**src/rtl/dht11_pkg.sv**
```systemverilog
// dht11_pkg: DHT11 timing constants, us-to-cycles conversion, state encoding and frame helpers
// Shared by the sensor emulator and the host FSM so both ends agree on the protocol.
package dht11_pkg;
  localparam int FRAME_BITS        = 40;
  localparam int DHT_START_MIN_US  = 18000;
  localparam int DHT_REPLY_WAIT_US = 30;
  localparam int DHT_RESP_LOW_US   = 80;
  localparam int DHT_RESP_HIGH_US  = 80;
  localparam int DHT_BIT_LOW_US    = 50;
  localparam int DHT_BIT0_HIGH_US  = 26;
  localparam int DHT_BIT1_HIGH_US  = 70;
  typedef enum logic [3:0] {
    ST_IDLE       = 4'd0,
    ST_HOST_LOW   = 4'd1,
    ST_REPLY_WAIT = 4'd2,
    ST_RESP_LOW   = 4'd3,
    ST_RESP_HIGH  = 4'd4,
    ST_BIT_LOW    = 4'd5,
    ST_BIT_HIGH   = 4'd6
  } state_t;
  function automatic int us2cyc(int clk_freq, int us);
    return (clk_freq / 1_000_000) * us;
  endfunction
  // Sum of the four payload bytes mod 256, optionally with its LSB flipped.
  function automatic logic [7:0] csum8(logic [7:0] a, logic [7:0] b, logic [7:0] c, logic [7:0] d,
                                       logic corrupt);
    return (a + b + c + d) ^ {7'b0, corrupt};
  endfunction
endpackage

```
**src/rtl/dht11_sensor_emu_if.sv**
```systemverilog
// dht11_sensor_emu_if: line and payload signals of the DHT11 sensor emulator
//   line_in        sampled single-wire data line (asynchronous)
//   line_drive_low 1 = pull the line low, 0 = release
//   enable         0 = ignore start pulses
//   hum_*/temp_*   payload bytes, corrupt_csum flips the checksum LSB
//   busy           start accepted until frame end
//   start_seen     1-cycle pulse on accepted start
//   frame_sent     1-cycle pulse on final release
interface dht11_sensor_emu_if;
  logic       line_in;
  logic       line_drive_low;
  logic       enable;
  logic [7:0] hum_int;
  logic [7:0] hum_dec;
  logic [7:0] temp_int;
  logic [7:0] temp_dec;
  logic       corrupt_csum;
  logic       busy;
  logic       start_seen;
  logic       frame_sent;
  modport master (
    output line_in, enable, hum_int, hum_dec, temp_int, temp_dec, corrupt_csum,
    input  line_drive_low, busy, start_seen, frame_sent
  );
  modport slave (
    input  line_in, enable, hum_int, hum_dec, temp_int, temp_dec, corrupt_csum,
    output line_drive_low, busy, start_seen, frame_sent
  );
endinterface

```
**src/rtl/dht11_sensor_emu_sync_2ff.sv**
```systemverilog
// sync_2ff: two-flop synchroniser for an asynchronous single-bit input
//   clk, reset_n  clock and asynchronous active-low reset
//   d_i           asynchronous input
//   q_o           synchronised output (2-cycle latency), RST_VAL while in reset
module sync_2ff #(
  parameter logic RST_VAL = 1'b0
) (
  input  logic clk,
  input  logic reset_n,
  input  logic d_i,
  output logic q_o
);
  logic [1:0] sync_q;
  always_ff @(posedge clk or negedge reset_n)
    if (!reset_n) sync_q <= {2{RST_VAL}};
    else          sync_q <= {sync_q[0], d_i};
  assign q_o = sync_q[1];
endmodule

```
**src/rtl/dht11_sensor_emu.sv**
```systemverilog
// dht11_sensor_emu: DHT11 responder that answers a host start pulse with the preamble and a 40-bit frame
//   clk, reset_n  clock and asynchronous active-low reset
//   bus           dht11_sensor_emu_if slave: data line, payload bytes, status pulses
module dht11_sensor_emu
  import dht11_pkg::*;
#(
  parameter int CLK_FREQ      = 12_000_000,
  parameter int START_MIN_US  = DHT_START_MIN_US,
  parameter int REPLY_WAIT_US = DHT_REPLY_WAIT_US,
  parameter int RESP_LOW_US   = DHT_RESP_LOW_US,
  parameter int RESP_HIGH_US  = DHT_RESP_HIGH_US,
  parameter int BIT_LOW_US    = DHT_BIT_LOW_US,
  parameter int BIT0_HIGH_US  = DHT_BIT0_HIGH_US,
  parameter int BIT1_HIGH_US  = DHT_BIT1_HIGH_US
) (
  input logic               clk,
  input logic               reset_n,
  dht11_sensor_emu_if.slave bus
);
  localparam int START_MIN = us2cyc(CLK_FREQ, START_MIN_US);
  localparam int CNT_W     = ($clog2(START_MIN + 1) > 18) ? $clog2(START_MIN + 1) : 18;
  localparam int BC_W      = $clog2(FRAME_BITS + 1);
  typedef logic [CNT_W-1:0] cnt_t;
  localparam cnt_t CNT_MAX        = '1;
  localparam cnt_t START_MIN_C    = cnt_t'(START_MIN);
  // Phase end values: a phase of N cycles ends when the counter reaches N-1.
  localparam cnt_t REPLY_LAST     = cnt_t'(us2cyc(CLK_FREQ, REPLY_WAIT_US) - 1);
  localparam cnt_t RESP_LOW_LAST  = cnt_t'(us2cyc(CLK_FREQ, RESP_LOW_US) - 1);
  localparam cnt_t RESP_HIGH_LAST = cnt_t'(us2cyc(CLK_FREQ, RESP_HIGH_US) - 1);
  localparam cnt_t BIT_LOW_LAST   = cnt_t'(us2cyc(CLK_FREQ, BIT_LOW_US) - 1);
  localparam cnt_t BIT0_LAST      = cnt_t'(us2cyc(CLK_FREQ, BIT0_HIGH_US) - 1);
  localparam cnt_t BIT1_LAST      = cnt_t'(us2cyc(CLK_FREQ, BIT1_HIGH_US) - 1);

  state_t                state_q, state_d;
  cnt_t                  cnt_q, cnt_d;
  logic [BC_W-1:0]       bit_cnt_q, bit_cnt_d;
  logic [FRAME_BITS-1:0] shreg_q, shreg_d;
  logic                  drive_q, drive_d;
  logic                  busy_q, busy_d;
  logic                  start_q, start_d;
  logic                  sent_q, sent_d;
  logic                  line_s;
  logic                  start_ok;
  logic                  last_bit;

  // Idle line is high, so the synchroniser resets to 1 to avoid a false start.
  sync_2ff #(.RST_VAL(1'b1)) u_sync (
    .clk     (clk),
    .reset_n (reset_n),
    .d_i     (bus.line_in),
    .q_o     (line_s)
  );

  assign start_ok = cnt_q >= START_MIN_C;
  assign last_bit = bit_cnt_q == BC_W'(FRAME_BITS);
  // Drive follows the next state so the line changes on the same edge as the state.
  assign drive_d  = (state_d == ST_RESP_LOW) || (state_d == ST_BIT_LOW);

  always_comb begin
    state_d   = state_q;
    cnt_d     = (cnt_q == CNT_MAX) ? cnt_q : cnt_q + 1'b1;
    bit_cnt_d = bit_cnt_q;
    shreg_d   = shreg_q;
    busy_d    = busy_q;
    start_d   = 1'b0;
    sent_d    = 1'b0;
    case (state_q)
      ST_IDLE: begin
        cnt_d   = '0;
        state_d = (bus.enable && !line_s) ? ST_HOST_LOW : ST_IDLE;
      end
      ST_HOST_LOW: if (line_s) begin
        cnt_d   = '0;
        state_d = start_ok ? ST_REPLY_WAIT : ST_IDLE;
        start_d = start_ok;
        busy_d  = start_ok;
        shreg_d = start_ok ? {bus.hum_int, bus.hum_dec, bus.temp_int, bus.temp_dec,
                              csum8(bus.hum_int, bus.hum_dec, bus.temp_int, bus.temp_dec,
                                    bus.corrupt_csum)} : shreg_q;
      end
      ST_REPLY_WAIT: if (cnt_q == REPLY_LAST) begin
        cnt_d   = '0;
        state_d = ST_RESP_LOW;
      end
      ST_RESP_LOW: if (cnt_q == RESP_LOW_LAST) begin
        cnt_d   = '0;
        state_d = ST_RESP_HIGH;
      end
      ST_RESP_HIGH: if (cnt_q == RESP_HIGH_LAST) begin
        cnt_d     = '0;
        bit_cnt_d = '0;
        state_d   = ST_BIT_LOW;
      end
      ST_BIT_LOW: if (cnt_q == BIT_LOW_LAST) begin
        cnt_d   = '0;
        state_d = last_bit ? ST_IDLE : ST_BIT_HIGH;
        sent_d  = last_bit;
        busy_d  = !last_bit;
      end
      ST_BIT_HIGH: if (cnt_q == (shreg_q[FRAME_BITS-1] ? BIT1_LAST : BIT0_LAST)) begin
        cnt_d     = '0;
        shreg_d   = {shreg_q[FRAME_BITS-2:0], 1'b0};
        bit_cnt_d = bit_cnt_q + 1'b1;
        state_d   = ST_BIT_LOW;
      end
      default: state_d = ST_IDLE;
    endcase
  end

  always_ff @(posedge clk or negedge reset_n)
    if (!reset_n) begin
      state_q   <= ST_IDLE;
      cnt_q     <= '0;
      bit_cnt_q <= '0;
      shreg_q   <= '0;
      drive_q   <= 1'b0;
      busy_q    <= 1'b0;
      start_q   <= 1'b0;
      sent_q    <= 1'b0;
    end else begin
      state_q   <= state_d;
      cnt_q     <= cnt_d;
      bit_cnt_q <= bit_cnt_d;
      shreg_q   <= shreg_d;
      drive_q   <= drive_d;
      busy_q    <= busy_d;
      start_q   <= start_d;
      sent_q    <= sent_d;
    end

  assign bus.line_drive_low = drive_q;
  assign bus.busy           = busy_q;
  assign bus.start_seen     = start_q;
  assign bus.frame_sent     = sent_q;
endmodule

```
**src/flat_wrapper.sv**
```systemverilog
// flat-port wrapper written by rule: the top's interface ports become plain ports
module dht11_sensor_emu_flat import dht11_pkg::*;
#(
  parameter int CLK_FREQ      = 12_000_000,
  parameter int START_MIN_US  = DHT_START_MIN_US,
  parameter int REPLY_WAIT_US = DHT_REPLY_WAIT_US,
  parameter int RESP_LOW_US   = DHT_RESP_LOW_US,
  parameter int RESP_HIGH_US  = DHT_RESP_HIGH_US,
  parameter int BIT_LOW_US    = DHT_BIT_LOW_US,
  parameter int BIT0_HIGH_US  = DHT_BIT0_HIGH_US,
  parameter int BIT1_HIGH_US  = DHT_BIT1_HIGH_US
)
  (clk, reset_n, bus_line_in, bus_enable, bus_hum_int, bus_hum_dec, bus_temp_int, bus_temp_dec, bus_corrupt_csum, bus_line_drive_low, bus_busy, bus_start_seen, bus_frame_sent);
  dht11_sensor_emu_if bus_i ();
  input logic clk;
  input logic reset_n;
  input wire logic [$bits(bus_i.line_in)-1:0] bus_line_in;
  input wire logic [$bits(bus_i.enable)-1:0] bus_enable;
  input wire logic [$bits(bus_i.hum_int)-1:0] bus_hum_int;
  input wire logic [$bits(bus_i.hum_dec)-1:0] bus_hum_dec;
  input wire logic [$bits(bus_i.temp_int)-1:0] bus_temp_int;
  input wire logic [$bits(bus_i.temp_dec)-1:0] bus_temp_dec;
  input wire logic [$bits(bus_i.corrupt_csum)-1:0] bus_corrupt_csum;
  output wire logic [$bits(bus_i.line_drive_low)-1:0] bus_line_drive_low;
  output wire logic [$bits(bus_i.busy)-1:0] bus_busy;
  output wire logic [$bits(bus_i.start_seen)-1:0] bus_start_seen;
  output wire logic [$bits(bus_i.frame_sent)-1:0] bus_frame_sent;
  assign bus_i.line_in = bus_line_in;
  assign bus_i.enable = bus_enable;
  assign bus_i.hum_int = bus_hum_int;
  assign bus_i.hum_dec = bus_hum_dec;
  assign bus_i.temp_int = bus_temp_int;
  assign bus_i.temp_dec = bus_temp_dec;
  assign bus_i.corrupt_csum = bus_corrupt_csum;
  assign bus_line_drive_low = bus_i.line_drive_low;
  assign bus_busy = bus_i.busy;
  assign bus_start_seen = bus_i.start_seen;
  assign bus_frame_sent = bus_i.frame_sent;
  dht11_sensor_emu #(.CLK_FREQ(CLK_FREQ), .START_MIN_US(START_MIN_US), .REPLY_WAIT_US(REPLY_WAIT_US), .RESP_LOW_US(RESP_LOW_US), .RESP_HIGH_US(RESP_HIGH_US), .BIT_LOW_US(BIT_LOW_US), .BIT0_HIGH_US(BIT0_HIGH_US), .BIT1_HIGH_US(BIT1_HIGH_US)) u_core (.clk(clk), .reset_n(reset_n), .bus(bus_i));
endmodule
```
**config.mk**
```make
export PLATFORM = sky130hd
export DESIGN_NAME = dht11_sensor_emu_flat
export DESIGN_NICKNAME = d
export VERILOG_FILES = /design/src/rtl/dht11_pkg.sv /design/src/rtl/dht11_sensor_emu_if.sv /design/src/rtl/dht11_sensor_emu_sync_2ff.sv /design/src/rtl/dht11_sensor_emu.sv /design/src/flat_wrapper.sv
export SDC_FILE = /design/constraint.sdc
export NUM_CORES = 1
export LEC_CHECK = 0
export ABC_CLOCK_PERIOD_IN_PS = 2400
export CAP_MARGIN = 5
export CORE_ASPECT_RATIO = 0.9
export CORE_MARGIN = 10
export CORE_UTILIZATION = 53
export DETAILED_ROUTE_END_ITERATION = 10
export GPL_TIMING_DRIVEN = 0
export PLACE_DENSITY = 0.86
export SLEW_MARGIN = 30
export SYNTH_ARGS = -nofsm -noshare
export SYNTH_HDL_FRONTEND = slang
export SYNTH_SLANG_ARGS = --single-unit
```
**constraint.sdc**
```tcl
create_clock -name clk -period 2.4 [get_ports clk]
set_input_delay 0.24 -clock clk [delete_from_list [all_inputs] [get_ports clk]]
set_output_delay 0.24 -clock clk [all_outputs]
set_load 0.01 [all_outputs]
```
Word-level counts from Yosys, hierarchy flattened

Cells that the tools add are included.

Register bits: 74
Output and inout port bits: 4

Reductions and logical operators: 12
Mux-type cells: 32
Eq/ne operators: 19
Add/sub/neg operators: 5
Bitwise logic cells: 1
Magnitude comparators: 1

Operators by type and width:

| kind                  | count |
|---|---|
| $mux 40               | 3 |
| $mux 18               | 6 |
| $pmux 18 s6           | 1 |
| $pmux 40 s2           | 1 |
| $eq 18x10->1 const B  | 2 |
| $pmux 4 s7            | 1 |
| $add 8x8->8           | 3 |
| $mux 4                | 6 |
| $add 18x1->18 const B | 1 |
| $eq 18x18->1          | 1 |
| $eq 18x18->1 const B  | 1 |
| $eq 18x9->1 const B   | 1 |
| $ge 18x18->1 const B  | 1 |
| $eq 4x3->1 const B    | 4 |
| $eq 4x2->1 const B    | 3 |
| $mux 6                | 2 |
| $pmux 6 s2            | 1 |
| $mux 10               | 1 |
| $ne 2x1->1 const B    | 4 |
| $xor 8x1->8           | 1 |
| $mux 1                | 7 |
| $add 6x1->6 const B   | 1 |
| $eq 6x6->1 const B    | 1 |
| $reduce_and 3->1      | 2 |
| other kinds (12)      | 15 |

Longest topological paths before layout

Gate-level depths: netlist of run 1.

Depth after elaboration: 7
Mapped depth: 11
Mapped depth without buffers: 11

Hierarchy

From an unflattened synthesis of run 1, not the netlist that was laid out.

Cells, all modules: 471
Area, all modules: 4644.5 um^2

Modules (own cells, without submodules):

| module           | instances | cells each | sequential area each (um^2) | area each (um^2) |
|---|---|---|---|---|
| dht11_sensor_emu | 1         | 469        | 1801.7                      | 4591.9 |
| sync_2ff         | 1         | 2          | 52.6                        | 52.6 |

Worst setup path after synthesis of run 1

Ideal clock, no wire load.

Kind: input port to flip-flop
From: input bus_temp_dec[1]
To: register u_core.shreg_q[5]
Arrival: 2.739 ns
Library setup time: 0.125 ns
Required time: 2.275 ns
Stages: 11
Slack: -0.463 ns
Cells stage by stage: inv_1 > fa_1 > fa_1 > inv_1 > ha_1 > fa_1 > a21o_1 > a21oi_1 > xor2_1 > o21ai_0 > mux2_2

Longest elaborated chain between the ends: 5

Ends and longest elaborated chain:

| item                 | RTL line                | RTL |
|---|---|---|
| from (decl)          | flat_wrapper.sv:22      | `input wire logic [$bits(bus_i.temp_dec)-1:0] bus_temp_dec;` |
| $add 8x8->8          | dht11_pkg.sv:27         | `return (a + b + c + d) ^ {7'b0, corrupt};` |
| $xor 8x1->8          | dht11_pkg.sv:27         |  |
| $mux 40              | dht11_sensor_emu.sv:77  | `shreg_d = start_ok ? {bus.hum_int, bus.hum_dec, bus.temp_int, bus.temp_dec,` |
| $mux 40              | dht11_sensor_emu.sv:72  | `ST_HOST_LOW: if (line_s) begin` |
| $pmux 40 s2          | dht11_sensor_emu.sv:67  | `case (state_q)` |
| to (signal assigned) | dht11_sensor_emu.sv:124 | `shreg_q <= shreg_d;` |
| to (decl)            | dht11_sensor_emu.sv:37  | `logic [FRAME_BITS-1:0] shreg_q, shreg_d;` |

Every way passes these cells. The select of a mux whose other input is x is not followed.
A chain may end at the register's enable or synchronous reset.

Worst setup path in the final report of run 1

From: input bus_hum_dec[1]
To: register u_core.shreg_q[5]

Longest elaborated chain between the ends: 7

Ends and longest elaborated chain:

| item                      | RTL line               | RTL |
|---|---|---|
| from (decl)               | flat_wrapper.sv:20     | `input wire logic [$bits(bus_i.hum_dec)-1:0] bus_hum_dec;` |
| $add 8x8->8 (3 in series) | dht11_pkg.sv:27        |  |
| $xor 8x1->8               | dht11_pkg.sv:27        |  |
| $mux 40                   | dht11_sensor_emu.sv:77 |  |
| $mux 40                   | dht11_sensor_emu.sv:72 |  |
| $pmux 40 s2               | dht11_sensor_emu.sv:67 |  |

Every way passes these cells. The select of a mux whose other input is x is not followed.

==> flow_summary_export.csv, run 1 <==
group,metric,value,unit
grt,grt_max_degree,42,
synth,yosys_warnings,0,
synth,synth_mux_area_frac,0.0334,
cells_and_area,final_cell_mix,"72 x a21oi_1, 71 x dfrtp_1, 35 x nor3_1, 34 x nor2_1, 27 x buf_4",
cells_and_area,finish.utilization,0.675,
timing,setup_viol,5,
placed_design,port_buffers,40,
synth,synth_seq_area_share,0.402,
detailed_routing,ant_nets,0,
synth,yosys.area_share.simple,0.209,
cells_and_area,fillers,605,
cells_and_area,n_antenna_cell,0,
worst_setup_path,worstSetupPathType,"primary input to flop",
die,rows,32,
cells_and_area,post-route-cell-area,5760,sq um
clock_network,cts.clk_slew.worst_paths,90,ps
synth,yosys.area_share.adder,0.0906,
power,leakage,2.43,nW
die,die_x,118,um
synth,syn_area_per_cell,9.15,sq um
outcome,failed_checks,"setup timing",
cells_and_area,multi_input_area,2610,sq um
synth,yosys.cell_types.count,65,
synth,synth_ff_type,"dfrtp_1",
cells_and_area,layout.nets,646,
cells_and_area,layout-drive-gt1-share,0.204,
synth,synth_top_family_by_area,"simple AND/OR/NAND/NOR gates",
grt,antenna_found_initial,0,
worst_setup_path,required,2640,ps
die,die_h,109,um
timing,worst_slack,-200,ps
timing,finClkSkew,14.1,ps
synth,yosys_register_bits,74,
detailed_routing,vias_per_cell,6.09,
cells_and_area,syn_to_final_growth,24.8,%
synth,synth-edff-count,0,
cells_and_area,seq_area,1860,sq um
worst_setup_path,cp-end-kind,"flop",
die,design.core.area,8530,sq um
grt,grt_overflow,0,
placed_design,dpl_worst_slack,-1010,ps
detailed_routing,drc_errors,0,
synth,synth_area_leaders,"dfrtp_1 39%, a21oi_1 8.2%, fa_1 6.1%",
synth,netlist_area,4610,sq um
synth,asyncSetResetFlopFracSynth,1.00,
power,p_per_area,511,nW/um^2
detailed_routing,drt_first_pass_iters,5,
worst_setup_path,crit_arrival,2840,ps
outcome,status,"finished with violations",
timing,max_freq,0.385,GHz
timing,fin_crit,2600,ps
detailed_routing,routedWlPerCell,17.6,um
synth,synth_nets,566,
timing,rsz0062_at_grt,"true",
synth,syn_inst,504,
detailed_routing,drt_iter0_drc,387,
placed_design,dp.cells,664,
timing,tightest_slew,517,ps
power,seqPwrFrac,0.433,
clock_network,clockBufferDepth,2,
power,combinationalPowerShare,0.248,
die,ios,41,
worst_hold_path,hp-class,"primary input to flop",
timing,relSlewSlack,0.655,
detailed_routing,totalWireLength,12500,um
worst_setup_path,crit_path_start_kind,"primary input",
cells_and_area,final_common_cell,"a21oi_1",
clock_network,clock_sinks,74,
synth,synth_compound_area_frac,0.165,
placed_design,place.gp.congestion,0.950,
detailed_routing,num_vias,4310,
power,pwr-share-clk,0.319,
power,irDropWorstVdd,0.363,mV
worst_setup_path,cp_max_fo,3,
grt,grt_pass1_wl,20000,um
power,internal_power,2.01,mW
timing,fin_tns_setup,-552,ps
timing,slew_violations,0,
die,start_util,0.541,
clock_network,h-tree-depth,3,
worst_setup_path,r2r_setup_slack,-80,ps
cells_and_area,layout.cells.non_filler,708,
power,sw_frac_of_total,0.316,
power,switchingPower,0.929,mW
placed_design,hpwl,8630,um
clock_network,cts_made_buffers,9,
clock_network,cts_root_buf,"clkbuf_8",
clock_network,cts_tree,"done",
synth,synth_top_cell_by_area,"dfrtp_1",
synth,synth-xor-area-share,0.0361,
grt,first_global_vias,4207,
grt,grt_usage,0.190,
clock_network,clk_latency,360,ps
timing,finalCritPeriodShare,1.08,
timing,hold_viol_final,0,
synth,netlist.area_leader.share,0.391,
job,drv_cap,0,
die,dieArea,12800,sq um
placed_design,place_area,5210,sq um
[area by class of cell]
cell class              count  area share
clock inverters             7      0.0104
well taps                 119      0.0259
multi-input cells         358       0.454
flip-flops and latches     74       0.322
clock buffers               9      0.0215
repair buffers             69       0.107
inverters                  42      0.0287
plain buffers              30      0.0300
[synth_stat cells, types with 5 or more instances]
cell type and instances:
mux2i_1 12, fa_1 14, nor2_1 34, nand4_1 9, nor3_1 35, a21oi_1 76
buf_2 6, xnor2_1 15, dfrtp_1 72, a211oi_1 5, nand3_1 13, a22oi_1 7
ha_1 11, o21ai_0 13, clkbuf_1 20, inv_1 41, nand2_1 19, and3_1 9
or3_1 10
[through the flow]
step           total power, mW  hold WS [ps]
3_3_place_gp              1.83           346
5_1_grt                   3.06           267
2_1_floorplan             1.66         -55.6
3_5_place_dp              1.86           220
6_report                  2.94           276
4_1_cts                   2.88           271
[per-layer routing]
layer  up-vias  global-route usage  routed length (um)
li1       1958                   -                   -
met2       187               0.308                6010
met3        25              0.0443                 977
met1      2140               0.244                5240
met5         -                   0                   0
met4         0              0.0723                 226
[worst paths after layout]
check                                                 endpoint  cells after the start                         startpoint
max in group asynchronous    u_core.u_sync.sync_q[0]$_DFF_PN1_                      3                            reset_n
setup reg to reg           u_core.bus.line_drive_low$_DFF_PN0_                      7         u_core.cnt_q[11]$_DFF_PN0_
setup / recovery                 u_core.shreg_q[5]$_DFFE_PN0P_                     12                     bus_hum_dec[1]
hold / removal               u_core.u_sync.sync_q[0]$_DFF_PN1_                      1                        bus_line_in
min in group asynchronous      u_core.bit_cnt_q[2]$_DFFE_PN0P_                      2                            reset_n
hold reg to reg              u_core.u_sync.sync_q[1]$_DFF_PN1_                      0  u_core.u_sync.sync_q[0]$_DFF_PN1_
[registers in the layout, indices dropped and copies added (netlist names)]
register and cells:
u_core.bit_cnt_q 6, u_core.state_q 4, u_core.shreg_q 40, u_core.bus.busy 1, u_core.u_sync.sync_q 2, u_core.bus.line_drive_low 1
u_core.bus.start_seen 1, u_core.bus.frame_sent 1, u_core.cnt_q 18
[cell families (layout without fill, tap and decap cells)]
group,after synthesis,count (layout)
other,1,1
AND/OR/NAND/NOR,168,169
XOR/XNOR,19,19
flip-flops,74,74
buffers and inverters,73,157
AO/OA/AOI/OAI,129,129
multiplexers,15,15
adder cells (fa/ha/maj),25,25
[timing repair]
item                                   4_1_cts  5_1_grt
endpoints found under the hold margin       33        0
gates cloned                                 1        1
pin swaps                                   22       11
hold buffers                                 1        0
gates resized for setup                     65       27
setup endpoints to repair                   67       57
setup buffers                               18        8
[critical path, stage by stage]
cell	delay [ps]
buf_8	80
inv_8	30
fa_1	500
fa_1	510
inv_2	50
ha_4	160
fa_2	420
a21o_1	190
a21oi_2	130
xor2_1	190
o21ai_1	80
mux2_4	260
[power by group through the flow]
stage	Clock [mW]	Sequential, mW	Combinational, mW
6_report	0.938	1.27	0.728
5_1_grt	0.992	1.28	0.791
4_1_cts	0.944	1.27	0.667
3_5_place_dp	0	1.30	0.566
3_3_place_gp	0	1.30	0.535
2_1_floorplan	0	1.30	0.365
Power figures use the tool's default switching activity.
==> inputs of run 2 (changes only) <==
--- a/config.mk
+++ b/config.mk
@@ -5,14 +5,15 @@
 export SDC_FILE = /design/constraint.sdc
 export NUM_CORES = 1
 export LEC_CHECK = 0
-export ABC_CLOCK_PERIOD_IN_PS = 2400
+export ABC_AREA = 1
+export ABC_CLOCK_PERIOD_IN_PS = 3000
 export CAP_MARGIN = 5
 export CORE_ASPECT_RATIO = 0.9
 export CORE_MARGIN = 10
-export CORE_UTILIZATION = 53
+export CORE_UTILIZATION = 55
 export DETAILED_ROUTE_END_ITERATION = 10
 export GPL_TIMING_DRIVEN = 0
-export PLACE_DENSITY = 0.86
+export PLACE_DENSITY = 0.85
 export SLEW_MARGIN = 30
 export SYNTH_ARGS = -nofsm -noshare
 export SYNTH_HDL_FRONTEND = slang
==> constraint.sdc (replaced) <==
create_clock -name clk -period 3 [get_ports clk]
set_input_delay 0.3 -clock clk [delete_from_list [all_inputs] [get_ports clk]]
set_output_delay 0.3 -clock clk [all_outputs]
set_load 0.01 [all_outputs]
==> flow_summary_export.csv, run 2 <==
group,metric,value,unit
synth,yosys_warnings,0,
synth,synth_area_leaders,"dfrtp_1 33%, nand2_1 9.9%, inv_1 7.6%",
clock_network,cts_root_buf,"clkbuf_8",
cells_and_area,largestRegisters,"u_core.shreg_q x40, u_core.cnt_q x18, u_core.bit_cnt_q x6",
synth,syn_area_per_cell,8.14,sq um
die,die_h,114,um
die,rows,34,
synth,synth_top_cell_by_area,"dfrtp_1",
placed_design,hpwl,10200,um
clock_network,cts_made_buffers,9,
detailed_routing,totalWireLength,13300,um
placed_design,port_buffers,40,
cells_and_area,syn_to_final_growth,14.9,%
power,leakage,2.85,nW
synth,netlist_area,5390,sq um
outcome,status,"finished clean",
synth,netlist.area_leader.share,0.334,
detailed_routing,routedWlPerCell,15.7,um
clock_network,clockBufferDepth,2,
worst_setup_path,cp_max_fo,5,
timing,whs,299,ps
clock_network,h-tree-depth,3,
synth,yosys_register_bits,74,
die,dieArea,14200,sq um
timing,rsz0062_at_grt,"false",
timing,setup_viol,0,
worst_setup_path,cp-startpoint,"bus_temp_dec[3]",
cells_and_area,fillers,800,
clock_network,clk_latency,360,ps
job,drv_cap,0,
timing,fin_crit,2920,ps
cells_and_area,n_antenna_cell,0,
die,die_x,124,um
synth,synth_most_common_cell,"nand2_1",
synth,synth_common_cells,"142 x nand2_1, 109 x inv_1, 72 x dfrtp_1",
clock_network,clock_sinks,74,
placed_design,place.gp.congestion,0.904,
worst_hold_path,hp-class,"primary input to flop",
die,start_util,0.561,
grt,antenna_found_initial,0,
power,total_power,2.29,mW
timing,slew_violations,0,
worst_setup_path,worstSetupPathType,"primary input to flop",
cells_and_area,layout.nets,778,
synth,synth_ff_type,"dfrtp_1",
synth,yosys.cell_types.count,50,
clock_network,cts.clk_slew.worst_paths,90,ps
cells_and_area,multi_input_area,2900,sq um
detailed_routing,ant_nets,0,
clock_network,cts_tree,"done",
detailed_routing,drt_iter0_drc,345,
worst_setup_path,required,3230,ps
worst_setup_path,rr_startpoint,"u_core.cnt_q[0]$_DFF_PN0_",
detailed_routing,vias_per_cell,5.50,
cells_and_area,seq_area,1850,sq um
power,p_per_area,370,nW/um^2
cells_and_area,final_cell_mix,"142 x nand2_1, 109 x inv_1, 72 x dfrtp_1, 63 x nor2_1, 37 x clkdlybuf4s50_1",
detailed_routing,drt_first_pass_iters,5,
worst_setup_path,crit_path_start_kind,"primary input",
die,design.core.area,9610,sq um
worst_setup_path,crit_arrival,3160,ps
cells_and_area,largest_register_ffs,40,
timing,finalCritPeriodShare,0.975,
timing,finClkSkew,17.5,ps
grt,grt_overflow,0,
worst_setup_path,cp-end-kind,"flop",
grt,grt_pass1_wl,22500,um
grt,grt_usage,0.188,
grt,first_global_vias,4884,
synth,synth_seq_area_share,0.344,
synth,synth_nets,725,
detailed_routing,num_vias,4659,
cells_and_area,top_register,"u_core.shreg_q",
cells_and_area,final_common_cell,"nand2_1",
worst_hold_path,hp-start,"bus_hum_dec[1]",
grt,grt_max_degree,43,
detailed_routing,drc_errors,0,
timing,max_freq,0.342,GHz
clock_network,postCtsSetupBuffers,0,
timing,hold_viol_final,0,
synth,syn_inst,663,
cells_and_area,layout-drive-gt1-share,0.201,
power,irDropWorstVdd,0.262,mV
die,ios,41,
synth,synth-edff-count,0,
synth,asyncSetResetFlopFracSynth,1.00,
[run 2: critical path, stage by stage]
cell and delay, ps:
clkdlybuf4s50_1 510, inv_1 100, fa_1 520, fa_1 520, inv_1 40, ha_1 360
a21o_1 200, nand2_1 80, nand3_1 100, or2_2 280, nand3_1 80, a21oi_1 80
[run 2: power by group]
group          internal, mW  leakage [nW]  switching [mW]
Combinational         0.204          1.95           0.271
Sequential             1.01         0.810         0.00887
Clock                 0.386        0.0966           0.415
Total                  1.60          2.85           0.695
[run 2: per-layer routing]
metal  vias to the layer above  wire [um]  track usage
met5                         -          0            0
met4                         0        388       0.0753
met3                        37        599       0.0445
met2                       139       6520        0.328
met1                      2257       5790        0.217
li1                       2226          -            -
[run 2: cell families after synthesis]
logic type               count (synthesis)  share of synthesized area
other                                    1                   0.000695
AND/OR/NAND/NOR                        281                      0.237
AO/OA/AOI/OAI                          123                      0.193
buffers and inverters                  143                      0.122
adder cells (fa/ha/maj)                 25                     0.0775
XOR/XNOR                                16                     0.0260
flip-flops                              74                      0.344
[run 2: path summary, 6_finish.rpt]
path                            slack (ps)  cells after the start                                 to
max in group asynchronous             1990                      3      u_core.shreg_q[3]$_DFFE_PN0P_
worst max register to register         940                     11          u_core.cnt_q[9]$_DFF_PN0_
worst max-delay path                    80                     12      u_core.shreg_q[6]$_DFFE_PN0P_
worst min-delay path                   300                      3     u_core.shreg_q[25]$_DFFE_PN0P_
min in group asynchronous              410                      2         u_core.cnt_q[17]$_DFF_PN0_
worst min register to register         360                      0  u_core.u_sync.sync_q[1]$_DFF_PN1_
[run 2: layout make-up]
class | instances | share of cell area
inverters | 120 | 0.0731
repair buffers | 42 | 0.0699
clock inverters | 6 | 0.0105
multi-input cells | 446 | 0.468
plain buffers | 23 | 0.0335
well taps | 126 | 0.0254
flip-flops and latches | 74 | 0.299
clock buffers | 10 | 0.0206
[run 2: per-stage QoR]
stage          instances  worst slack [ps]  setup TNS, ps  instance area (sq um)  utilization
3_5_place_dp         830              -326          -1110                   5970        0.621
3_3_place_gp         829              -973         -70650                   5950        0.619
2_1_floorplan        663               433              0                   5390            -
6_report             847              76.4              0                   6200        0.644
5_1_grt              847              4.32              0                   6200        0.644
4_1_cts              847              73.3              0                   6170        0.642
[run 2: timing repair]
item,CTS,global route
hold endpoints to repair,30,0
setup endpoints to repair,0,2
gates resized for setup,0,5
hold buffers,1,0
